### config.mk
export PLATFORM = sky130hd
export DESIGN_NAME = switch_debounce
export DESIGN_NICKNAME = d
export VERILOG_FILES = /design/src/rtl/swdb_pkg.sv /design/src/rtl/sync_2ff.sv /design/src/rtl/switch_debounce.sv
export SDC_FILE = /design/constraint.sdc
export NUM_CORES = 1
export LEC_CHECK = 0
export BUFFER_PORTS_ARGS = -buffer_cell sky130_fd_sc_hd__clkbuf_2
export CAP_MARGIN = 20
export CORE_ASPECT_RATIO = 1.4
export CORE_MARGIN = 4
export CORE_UTILIZATION = 25
export DETAILED_ROUTE_END_ITERATION = 6
export PLACE_DENSITY = 0.46
export SLEW_MARGIN = 5
export SYNTH_ARGS = -nofsm -noshare
export SYNTH_HDL_FRONTEND = slang
export SYNTH_SLANG_ARGS = --single-unit
export TNS_END_PERCENT = 20
### constraint.sdc
create_clock -name clk -period 4.6 [get_ports clk]
set_input_delay 0.69 -clock clk [delete_from_list [all_inputs] [get_ports clk]]
set_output_delay 0.69 -clock clk [all_outputs]
set_load 0.05 [all_outputs]
### src/rtl/swdb_pkg.sv
// Shared definitions for the switch debouncer: FSM state type and the
// default qualification length.
package swdb_pkg;

    localparam int SWDB_DEFAULT_CYCLES = 20000;

    typedef enum logic {
        IDLE = 1'b0,
        WAIT = 1'b1
    } swdb_state_e;

endpackage

### src/rtl/sync_2ff.sv
// Two-flop synchronizer for a vector of asynchronous levels.
// Each bit is synchronized independently; the vector as a whole is not
// guaranteed coherent, which is why the debouncer qualifies the full vector.
module sync_2ff #(
    parameter int WIDTH = 1
) (
    input  logic             clk,
    input  logic             reset,
    input  logic [WIDTH-1:0] d,
    output logic [WIDTH-1:0] q
);

    logic [WIDTH-1:0] meta_q, meta_d;
    logic [WIDTH-1:0] sync_q, sync_d;

    // Shift the raw level through the two stages.
    always_comb begin
        meta_d = d;
        sync_d = meta_q;
    end

    // Synchronizer registers, cleared asynchronously.
    always_ff @(posedge clk or posedge reset) begin
        if (reset) begin
            meta_q <= '0;
            sync_q <= '0;
        end else begin
            meta_q <= meta_d;
            sync_q <= sync_d;
        end
    end

    assign q = sync_q;

endmodule

### src/rtl/switch_debounce.sv
// Whole-vector switch debouncer.
// A new switch vector is accepted only after the synchronized input has
// matched it for DEBOUNCE_CYCLES consecutive clocks; any change restarts
// qualification and a return to the accepted value abandons it.
//
// Optional build macro: SWDB_CHANGE_STROBE_EN adds output s_changed, a
// one-clock pulse in the cycle after s takes a new value.
//
// state | meaning
// IDLE  | sw_sync matches s, nothing to qualify
// WAIT  | counting stable clocks of candidate vector cand
module switch_debounce
    import swdb_pkg::*;
#(
    parameter int NUM_SW          = 4,
    parameter int DEBOUNCE_CYCLES = SWDB_DEFAULT_CYCLES
) (
    input  logic              clk,
    input  logic              reset,
    input  logic [NUM_SW-1:0] sw_raw,
    output logic [NUM_SW-1:0] s,
    output logic              busy
`ifdef SWDB_CHANGE_STROBE_EN
    ,
    output logic              s_changed
`endif
);

    localparam int CNT_W = $clog2(DEBOUNCE_CYCLES);
    localparam logic [CNT_W-1:0] CNT_LAST = CNT_W'(DEBOUNCE_CYCLES - 1);

    logic [NUM_SW-1:0] sw_sync;

    swdb_state_e       state_q, state_d;
    logic [NUM_SW-1:0] cand_q, cand_d;
    logic [CNT_W-1:0]  cnt_q, cnt_d;
    logic [NUM_SW-1:0] s_q, s_d;

    sync_2ff #(
        .WIDTH (NUM_SW)
    ) u_sync (
        .clk   (clk),
        .reset (reset),
        .d     (sw_raw),
        .q     (sw_sync)
    );

    // Next-state logic: qualify a candidate vector, restart on any change.
    always_comb begin
        state_d = state_q;
        cand_d  = cand_q;
        cnt_d   = cnt_q;
        s_d     = s_q;
        case (state_q)
            IDLE: begin
                if (sw_sync != s_q) begin
                    cand_d  = sw_sync;
                    cnt_d   = '0;
                    state_d = WAIT;
                end
            end
            WAIT: begin
                if (sw_sync == cand_q) begin
                    // cnt stops at CNT_LAST because that value always loads s
                    if (cnt_q == CNT_LAST) begin
                        s_d     = cand_q;
                        state_d = IDLE;
                    end else begin
                        cnt_d = cnt_q + 1'b1;
                    end
                end else if (sw_sync == s_q) begin
                    cnt_d   = '0;
                    state_d = IDLE;
                end else begin
                    cand_d = sw_sync;
                    cnt_d  = '0;
                end
            end
            default: begin
                state_d = IDLE;
            end
        endcase
    end

    // FSM, candidate, counter and accepted-vector registers.
    always_ff @(posedge clk or posedge reset) begin
        if (reset) begin
            state_q <= IDLE;
            cand_q  <= '0;
            cnt_q   <= '0;
            s_q     <= '0;
        end else begin
            state_q <= state_d;
            cand_q  <= cand_d;
            cnt_q   <= cnt_d;
            s_q     <= s_d;
        end
    end

    assign s    = s_q;
    assign busy = (state_q == WAIT);

`ifdef SWDB_CHANGE_STROBE_EN
    logic [NUM_SW-1:0] s_prev_q, s_prev_d;
    logic              s_changed_q, s_changed_d;

    // Compare s with its value one clock earlier to flag a fresh load.
    always_comb begin
        s_prev_d    = s_q;
        s_changed_d = (s_q != s_prev_q);
    end

    // Change-strobe registers.
    always_ff @(posedge clk or posedge reset) begin
        if (reset) begin
            s_prev_q    <= '0;
            s_changed_q <= 1'b0;
        end else begin
            s_prev_q    <= s_prev_d;
            s_changed_q <= s_changed_d;
        end
    end

    assign s_changed = s_changed_q;
`endif

endmodule

* After elaboration in Yosys (flattened, before gate mapping)
Cells that the tools add are included.
** Word-level totals
- Bits in registers :: 32
- Output and inout bits :: 5
** Cells by class
- Reductions and logical operators :: 3
- Add/sub/neg operators :: 1
- Mux-type cells :: 13
- Bitwise operators :: 1
- Equality and inequality tests :: 8
** Operators by type and width (number)
- 15-bit two-way mux :: 3
- 15-bit case mux with 2 select lines :: 1
- 15-bit by 1-bit adder with 15-bit output (second input constant) :: 1
- 15-bit == test (second input constant) :: 1
- 4-bit two-way mux :: 3
- 4-bit == test :: 2
- 4-bit case mux with 2 select lines :: 1
- 2-bit inequality test (second input constant) :: 3
- 3-bit AND reduction :: 2
- 1-bit two-way mux :: 4
- 4-bit inequality test :: 1
- 3-bit inequality test (second input constant) :: 1
- 1-bit case mux with 2 select lines :: 1
- 2-bit AND reduction :: 1
- 1-bit NOT :: 1

* Logic depth before layout (Yosys ltp)
Gate-level depths: netlist of the first run.
- Word-level depth :: 4
- Gate-level depth with buffers :: 5
- Gate-level depth less buffers :: 5

* Modules after synthesis
Synthesis of the first run repeated with hierarchy kept, for this count alone.
** Second synthesis, totals
- Cells, all modules :: 153
- Area, all modules :: 1545.2 µm²
** Modules (own cells, without submodules)
- switch_debounce :: times used 1, cells each 144, area each 1341.3 µm²
- sync_2ff :: times used 1, cells each 9, area each 203.9 µm²

* Worst setup path after synthesis of the first run
No wires, ideal clock.
- Path kind :: register to register
- Start :: register s_q[3], in the netlist s[3]
- End :: register cand_q[1]
- Stages on the path, launching flop included :: 5
- Path slack :: 2.865 ns
- Arrival :: 1.611 ns
- Library setup time :: 0.125 ns
- Path buffers :: 0
- Required time :: 4.475 ns
- Cell sequence :: dfrtp_1 > xnor2_1 > nand4_1 > o21ai_0 > mux2_2
** Between the ends
- Cells in the longest elaborated chain, start to end :: 3
** RTL lines
- from (decl) :: RTL line switch_debounce.sv:37 : logic [NUM_SW-1:0] s_q, s_d;
- from (signal assigned) :: RTL line switch_debounce.sv:91 : s_q <= '0;
- from (signal assigned) :: RTL line switch_debounce.sv:96 : s_q <= s_d;
- 4-bit inequality test / 4-bit == test (equally long branches) :: RTL line switch_debounce.sv:56, switch_debounce.sv:71
- 2-bit inequality test (no source line)
- 3-bit AND reduction (no source line) *
- to (signal assigned) :: RTL line switch_debounce.sv:94 : cand_q <= cand_d;
- to (decl) :: RTL line switch_debounce.sv:35 : logic [NUM_SW-1:0] cand_q, cand_d;
Mark *: on every way between the ends. The rest lies on a longest branch, timed or not.
A chain may end at the register's enable or synchronous reset.

* Final worst setup path of the first run
- Start :: register state_q, in the netlist busy
- End :: register s_q[2], in the netlist s[2]
** Between the ends
- Cells in the longest elaborated chain, start to end :: 1
** RTL lines
- from (decl) :: RTL line switch_debounce.sv:34 : swdb_state_e state_q, state_d;
- from (signal assigned) :: RTL line switch_debounce.sv:93 : state_q <= state_d;
- 3-bit AND reduction (no source line)
Every way passes these cells.

==> flow_summary.toml, run 1 <==
[run_status]
status = "finished clean"

[sta]
relSlewSlack_pct = 47.79
finalHoldViolations = 0
finalCritPeriodShare_pct = 46.96
fin_tns_setup_ns = 0
min_period_ns = 2.160
rsz0062_at_grt = "no"
clock.fmax_mhz = 462.9
drv_slew = 0
setup_violations = 0
fin_skew_ns = 0.009458
worst_pin_slew_ns = 0.7809

[setup_path]
path_cells = "nand2_2 > nor3_4 > mux2_2"
required_ns = 4.76
r2r_end = "s[2]$_DFFE_PP0P_"
worstPathMaxFanout = 27
critical_path.slowest_cell = "dfrtp_1"
critPathKind = "register to register"
r2r_slack_ns = 2.44
crit_path_end_kind = "register"
cp_slowest_stage_delay_ns = 0.70
worstPathArrival_ns = 2.32
r2r-start = "busy$_DFF_PP0_"
reg2reg_depth = 3
worstSetupStartpointType = "register"

[grt]
antenna_found_initial = 0
grt_usage_pct = 9.264
grt_pass1_vias = 1284
grt_pass1_wl_um = 6127
grt_overflow_total = 0
grt_max_degree = 33

[synth]
synth_compound_area_share_pct = 16.52
yosys.area.top_type = "dfrtp_1"
synthSimpleGateAreaFrac_pct = 21.60
synth_top_family_by_area = "simple AND/OR/NAND/NOR gates"
synthTopCellsByArea = "dfrtp_1 48%, mux2_2 5.4%, xnor2_1 4.2%"
synth_cell_types = 36
ys_seq_elements = 32
synth_cells = 149
synth-xor-area-share_pct = 4.185
synthMuxAreaShare_pct = 5.381
ys_seq_area_share_pct = 47.83
synth_area_um2 = 1674
synth_adder_area_share_pct = 1.495
yosys_warnings = 0
synth_top_area_share_pct = 47.83
syn_nets = 157
avgSynthCellArea_um2 = 11.24

[clocking]
worstSkewPairLatency_ns = 0.28
cts_buffers = 5
htreeDepth = 2
cts.clk_slew.worst_paths_ns = 0.07
cts_tree = "yes"
clockRootBuffer = "clkbuf_8"
cts_setup_buffers = 0
clockBufferDepth = 2
cts_resized = 0
postCtsHoldBufs = 0
cts_sinks = 32

[final_layout]
diodes = 0
syn2layout_area_growth_pct = 12.85
fin_util_pct = 28.76
drive_gt1_share_pct = 21.88
nets = 168

[floorplan]
start_util_pct = 25.49
die_y_um = 104.8
fp.dieW_um = 77.16
die_area_um2 = 8088
coreArea_um2 = 6569
rows = 35
io_pins = 11

[power]
p_per_area_nw_per_um2 = 312.8
vdd_drop_max_mv = 0.1540
power.share.sequential_pct = 51.5
switching_share_pct = 24.73
clock_power_share_pct = 39.2
leakage_uw = 0.0007516
p_int_uw = 444.8
switchingPower_uw = 146.1
combPwrFrac_pct = 9.3

[drt]
drtIter0Drc = 102
ant_nets = 0
via_per_inst = 5.346
finalWirelength_um = 3608
vias = 1251
drc = 0
dr.pass1.iters = 4
avgRoutedWirePerCell_um = 15.42

[place]
routabilityCongestion = 0.7765
hpwlAfterDp_um = 2468
portBuffers = 10

[worst_hold_path]
worstHoldPathCells = 0
hp-start = "u_sync.meta_q[0]$_DFF_PP0_"
hold_end = "u_sync.q[0]$_DFF_PP0_"
hold_class = "register to register"

[flow_run]
drv_cap = 0
-- sequential cells by signal (all words and copies together), names as in the netlist --
name	count
u_sync.q	4
cnt_q	15
busy	1
s	4
cand_q	4
u_sync.meta_q	4
-- cells in the mapped netlist, drive strengths merged --
library cell / instances
dfrtp: 32
mux2: 8
o21ai: 8
xnor2: 8
nor3: 7
nor4: 7
o22a: 7
nor2: 6
o32ai: 6
inv: 5
nand2: 5
nand3: 5
nor3b: 5
buf: 4
nand4: 4
nor4b: 4
a21o: 3
a22o: 3
and3: 3
clkbuf: 3
a211oi: 2
a221o: 2
a41oi: 2
ha: 2
nor4bb: 2
or3: 2
and2: 1
and4bb: 1
o21ba: 1
o41ai: 1
-- how the worst max path moves through the flow --
stage                                 end  slack, ns  cells after the start                  start
floorplan           cand_q[1]$_DFFE_PP0P_       2.86                      4       s[3]$_DFFE_PP0P_
global placement         s[1]$_DFFE_PP0P_       2.53                      4  cand_q[0]$_DFFE_PP0P_
detailed placement       s[1]$_DFFE_PP0P_       2.46                      4  u_sync.q[0]$_DFF_PP0_
CTS                      s[1]$_DFFE_PP0P_       2.44                      4  cand_q[0]$_DFFE_PP0P_
global route        cand_q[3]$_DFFE_PP0P_       2.30                      4  u_sync.q[1]$_DFF_PP0_
finish                   s[2]$_DFFE_PP0P_       2.44                      3         busy$_DFF_PP0_
-- routing by layer --
| layer | GRT usage [%] | routed length [um] |
|---|---|---|
| met1 | 10.57 | 1556 |
| met2 | 16.01 | 1882 |
| met3 | 2.414 | 140 |
| met4 | 4.198 | 29 |
| met5 | 0 | 0 |
-- power by group through the flow --
| stage | registers, uW | clock network (uW) | logic, uW |
|---|---|---|---|
| global route | 306 | 254 | 61.6 |
| detailed placement | 310 | 0 | 55.6 |
| floorplan | 306 | 0 | 44.4 |
| CTS | 304 | 241 | 55.9 |
| finish | 304 | 231 | 55.1 |
| global placement | 309 | 0 | 54.1 |
-- critical path, delay by kind of cell (launching register included) --
family	cells	cell delay (ns)
flops	1	0.70
mux	1	0.38
simple gates	2	0.95
-- layout by cell type, fill, tap and decap left out, types with 6 or more instances in the layout --
master / synthesis / routed
o32ai_1: 6 / 6
dfrtp_1: 32 / 32
nor2_1: 6 / 6
clkbuf_8: 0 / 7
clkbuf_2: 0 / 10
xnor2_1: 8 / 8
mux2_2: 8 / 8
nor3_1: 6 / 6
nor4_1: 6 / 6
o21ai_0: 8 / 8
-- through the flow --
step / instances / power [uW] / worst slack [ns] / area [um2] / hold slack [ns]
global placement: 227 / 363.4 / 2.530 / 1793 / 0.3351
floorplan: 149 / 350.8 / 2.865 / 1674 / 0.3312
CTS: 234 / 601.6 / 2.445 / 1889 / 0.3574
detailed placement: 227 / 365.3 / 2.459 / 1793 / 0.3426
global route: 234 / 621.2 / 2.299 / 1889 / 0.3666
finish: 234 / 590.9 / 2.440 / 1889 / 0.3510
-- cell type report --
| type | count | area (um2) |
|---|---|---|
| clock buffer | 7 | 96.34 |
| fill | 705 | 4679 |
| inverter | 5 | 18.77 |
| multi-input combinational | 105 | 823.3 |
| sequential | 32 | 800.8 |
| tap | 74 | 92.59 |
| timing repair buffer | 11 | 57.56 |
-- logic make-up after synthesis --
logic type,Yosys count
AOI/OAI and AO/OA,35
xor gates and xnor gates,8
adders and majority gates,2
buffers and inverters,12
DFF,32
muxes,8
and+or+nand+nor,52
Power figures use the tool's default switching activity.
==> run 2, diff against run 1 <==
ABC_AREA = 1   (was not set)
clock period = 2.2 ns   (was 4.6 ns; I/O delays follow)
==> run 2 against run 1 <==
Total power up 120%. Worst setup slack worse by 2.0 ns. Combinational power up 110%. Clock-buffer cell count down 1. Flip-flop and latch count unchanged. Synthesized area up 2.6%. Non-clock buffer count unchanged. Utilization up 1.0 points. Routed wire length up 6.6%. Register-to-register slack worse by 2.0 ns. Clock skew down 0.0017 ns. Die area up 2.4%. Critical path type unchanged. Largest cell class unchanged. Largest power group unchanged.
==> flow_summary.toml, run 2 <==
[setup_path]
worstPathArrival_ns = 1.94
crit_path_end_kind = "register"
worstSetupStartpointType = "register"
reg2reg_depth = 10
worstPathMaxFanout = 7
cp_slowest_stage_delay_ns = 0.42
required_ns = 2.37
critical_path.slowest_cell = "dfrtp_1"
cp_common_cell = "nand2_1"
path_cells = "ha_1 > nand2_1 > nor2_1 > inv_1 > nor2_2 > nand2_1 > nor2_2 > nor2_1 > nand2_1 > nand2_1"
critPathKind = "register to register"
cp.depth = 10
cpLargestDelayFamily = "simple AND/OR/NAND/NOR gates"
critical_path_buf_inv_count = 1

[synth]
synthMuxAreaShare_pct = 0
avgSynthCellArea_um2 = 7.635
ys_top_cells_by_count = "84 x nand2_1, 32 x dfrtp_1, 24 x nor2_1"
yosys_warnings = 0
synth_compound_area_share_pct = 4.443
synth_cell_types = 25
synth_adder_area_share_pct = 1.457
synthTopCellsByArea = "dfrtp_1 47%, nand2_1 18%, nor2_1 5.2%"
synth_cells = 225
synthSimpleGateAreaFrac_pct = 38.60
synth_top_family_by_area = "simple AND/OR/NAND/NOR gates"
synth_top_area_share_pct = 46.61
synth_flop_cell = "dfrtp_1"
synth_async_sr_flop_share_pct = 100.0
synth_most_common_cell = "nand2_1"
synth_area_um2 = 1718
yosys.area.top_type = "dfrtp_1"
syn_nets = 233
synth_edf_count = 0
ys_seq_area_share_pct = 46.61
synth-xor-area-share_pct = 2.549
ys_seq_elements = 32

[power]
vdd_drop_max_mv = 0.2437
switching_share_pct = 24.95
design_power_total_uw = 1304
clock_power_share_pct = 43.1
p_per_area_nw_per_um2 = 657.4
combPwrFrac_pct = 8.7
p_int_uw = 978.5
switchingPower_uw = 325.3
leakage_uw = 0.001021
power.share.sequential_pct = 48.2

[clocking]
worstSkewPairLatency_ns = 0.29
clockRootBuffer = "clkbuf_8"
clockBufferDepth = 2
cts.clk_slew.worst_paths_ns = 0.07
cts_setup_buffers = 0
cts_resized = 0
cts_tree = "yes"
postCtsHoldBufs = 0
htreeDepth = 2
cts_buffers = 5
cts_sinks = 32

[grt]
grt_pass1_wl_um = 6672
antenna_found_initial = 0
grt_overflow_total = 0
grt_pass1_vias = 1408
grt_max_degree = 33
grt_usage_pct = 10.42

[drt]
drtIter0Drc = 71
via_per_inst = 4.176
finalWirelength_um = 3845
ant_nets = 0
drc = 0
vias = 1399
dr.pass1.iters = 4
avgRoutedWirePerCell_um = 11.48

[floorplan]
fp.dieW_um = 78.06
rows = 35
die_y_um = 106.1
io_pins = 11
start_util_pct = 25.81
coreArea_um2 = 6656
die_area_um2 = 8281

[sta]
setup_violations = 0
relSlewSlack_pct = 72.23
rsz0062_at_grt = "no"
worst_pin_slew_ns = 0.4151
finalCritPeriodShare_pct = 80.32
fin_tns_setup_ns = 0
drv_slew = 0
finalHoldViolations = 0
min_period_ns = 1.767
hold_ws_ns = 0.09610
setup_ws_ns = 0.4330
clock.fmax_mhz = 565.9
fin_skew_ns = 0.007764

[final_layout]
final_cell_mix = "84 x nand2_1, 32 x dfrtp_1, 24 x nor2_1, 21 x inv_1, 15 x nand3_1"
final_common_cell = "nand2_1"
nets = 250
largest_register_ffs = 15
diodes = 0
drive_gt1_share_pct = 16.46
top_register = "cnt_q"
syn2layout_area_growth_pct = 15.44

[place]
portBuffers = 10
routabilityCongestion = 0.8182
dp_slack_ns = 0.4194
hpwlAfterDp_um = 2830

[worst_hold_path]
hold_class = "input port to async pin"

[flow_run]
drv_cap = 0

[run_status]
status = "finished clean"
-- run 2: cell types whose count changed after synthesis, moves of 6 or more --
cell and change:
nand2_1 +80, inv_1 +16, nor2_1 +18, mux2_2 -8
o32ai_1 -6, nand3_1 +11, xnor2_1 -7, nor4_1 -6
nand2_2 +7
-- run 2: logic make-up after synthesis --
family | after synthesis
and+or+nand+nor | 147
DFF | 32
AOI/OAI and AO/OA | 13
adders and majority gates | 2
xor gates and xnor gates | 5
buffers and inverters | 26
-- run 2: per-layer routing --
layer	GRT usage, %	vias up	wire length (um)
li1	-	738	-
met1	11.73	635	1667
met3	2.881	7	140
met2	18.20	19	1960
met4	4.500	0	76
met5	0	-	0
-- run 2: tightest hold or removal path: stages --
cell	delay, ns
clkbuf_2	0.08
inv_1	0.04
buf_4	0.36
-- run 2: path summary, 6_finish.rpt --
| check | start | end | slack [ns] |
|---|---|---|---|
| setup / recovery | cnt_q[0]$_DFFE_PP0P_ | cnt_q[11]$_DFFE_PP0P_ | 0.43 |
| setup reg to reg | cnt_q[0]$_DFFE_PP0P_ | cnt_q[11]$_DFFE_PP0P_ | 0.43 |
| max in group asynchronous | reset | cnt_q[9]$_DFFE_PP0P_ | 1.80 |
| min in group clk | sw_raw[1] | u_sync.meta_q[1]$_DFF_PP0_ | 0.14 |
| hold / removal | reset | u_sync.q[0]$_DFF_PP0_ | 0.1 |
| hold reg to reg | u_sync.meta_q[0]$_DFF_PP0_ | u_sync.q[0]$_DFF_PP0_ | 0.34 |
-- run 2: through the flow --
step           util (%)  std cells  instance area, um2
6_report          29.79        335                1983
5_1_grt           29.79        335                1983
4_1_cts           29.79        335                1983
3_5_place_dp      28.18        327                1876
3_3_place_gp      28.18        327                1876
2_1_floorplan         -        225                1718
-- run 2: power by group through the flow --
stage                     sequential, uW  combinational (uW)  clock (uW)
after global routing                 632                 130         610
final                                629                 113         562
after floorplan                      643                81.0           0
after CTS                            629                 117         583
after global placement               641                 116           0
after detailed placement             641                 117           0
-- run 2: layout make-up --
cell class	count	area [um2]
fillers	740	4673
repair buffers	11	57.56
clock inverters	2	35.03
well taps	92	115.1
flip-flops and latches	32	800.8
multi-input cells	167	808.3
clock buffers	6	72.57
inverters	25	93.84
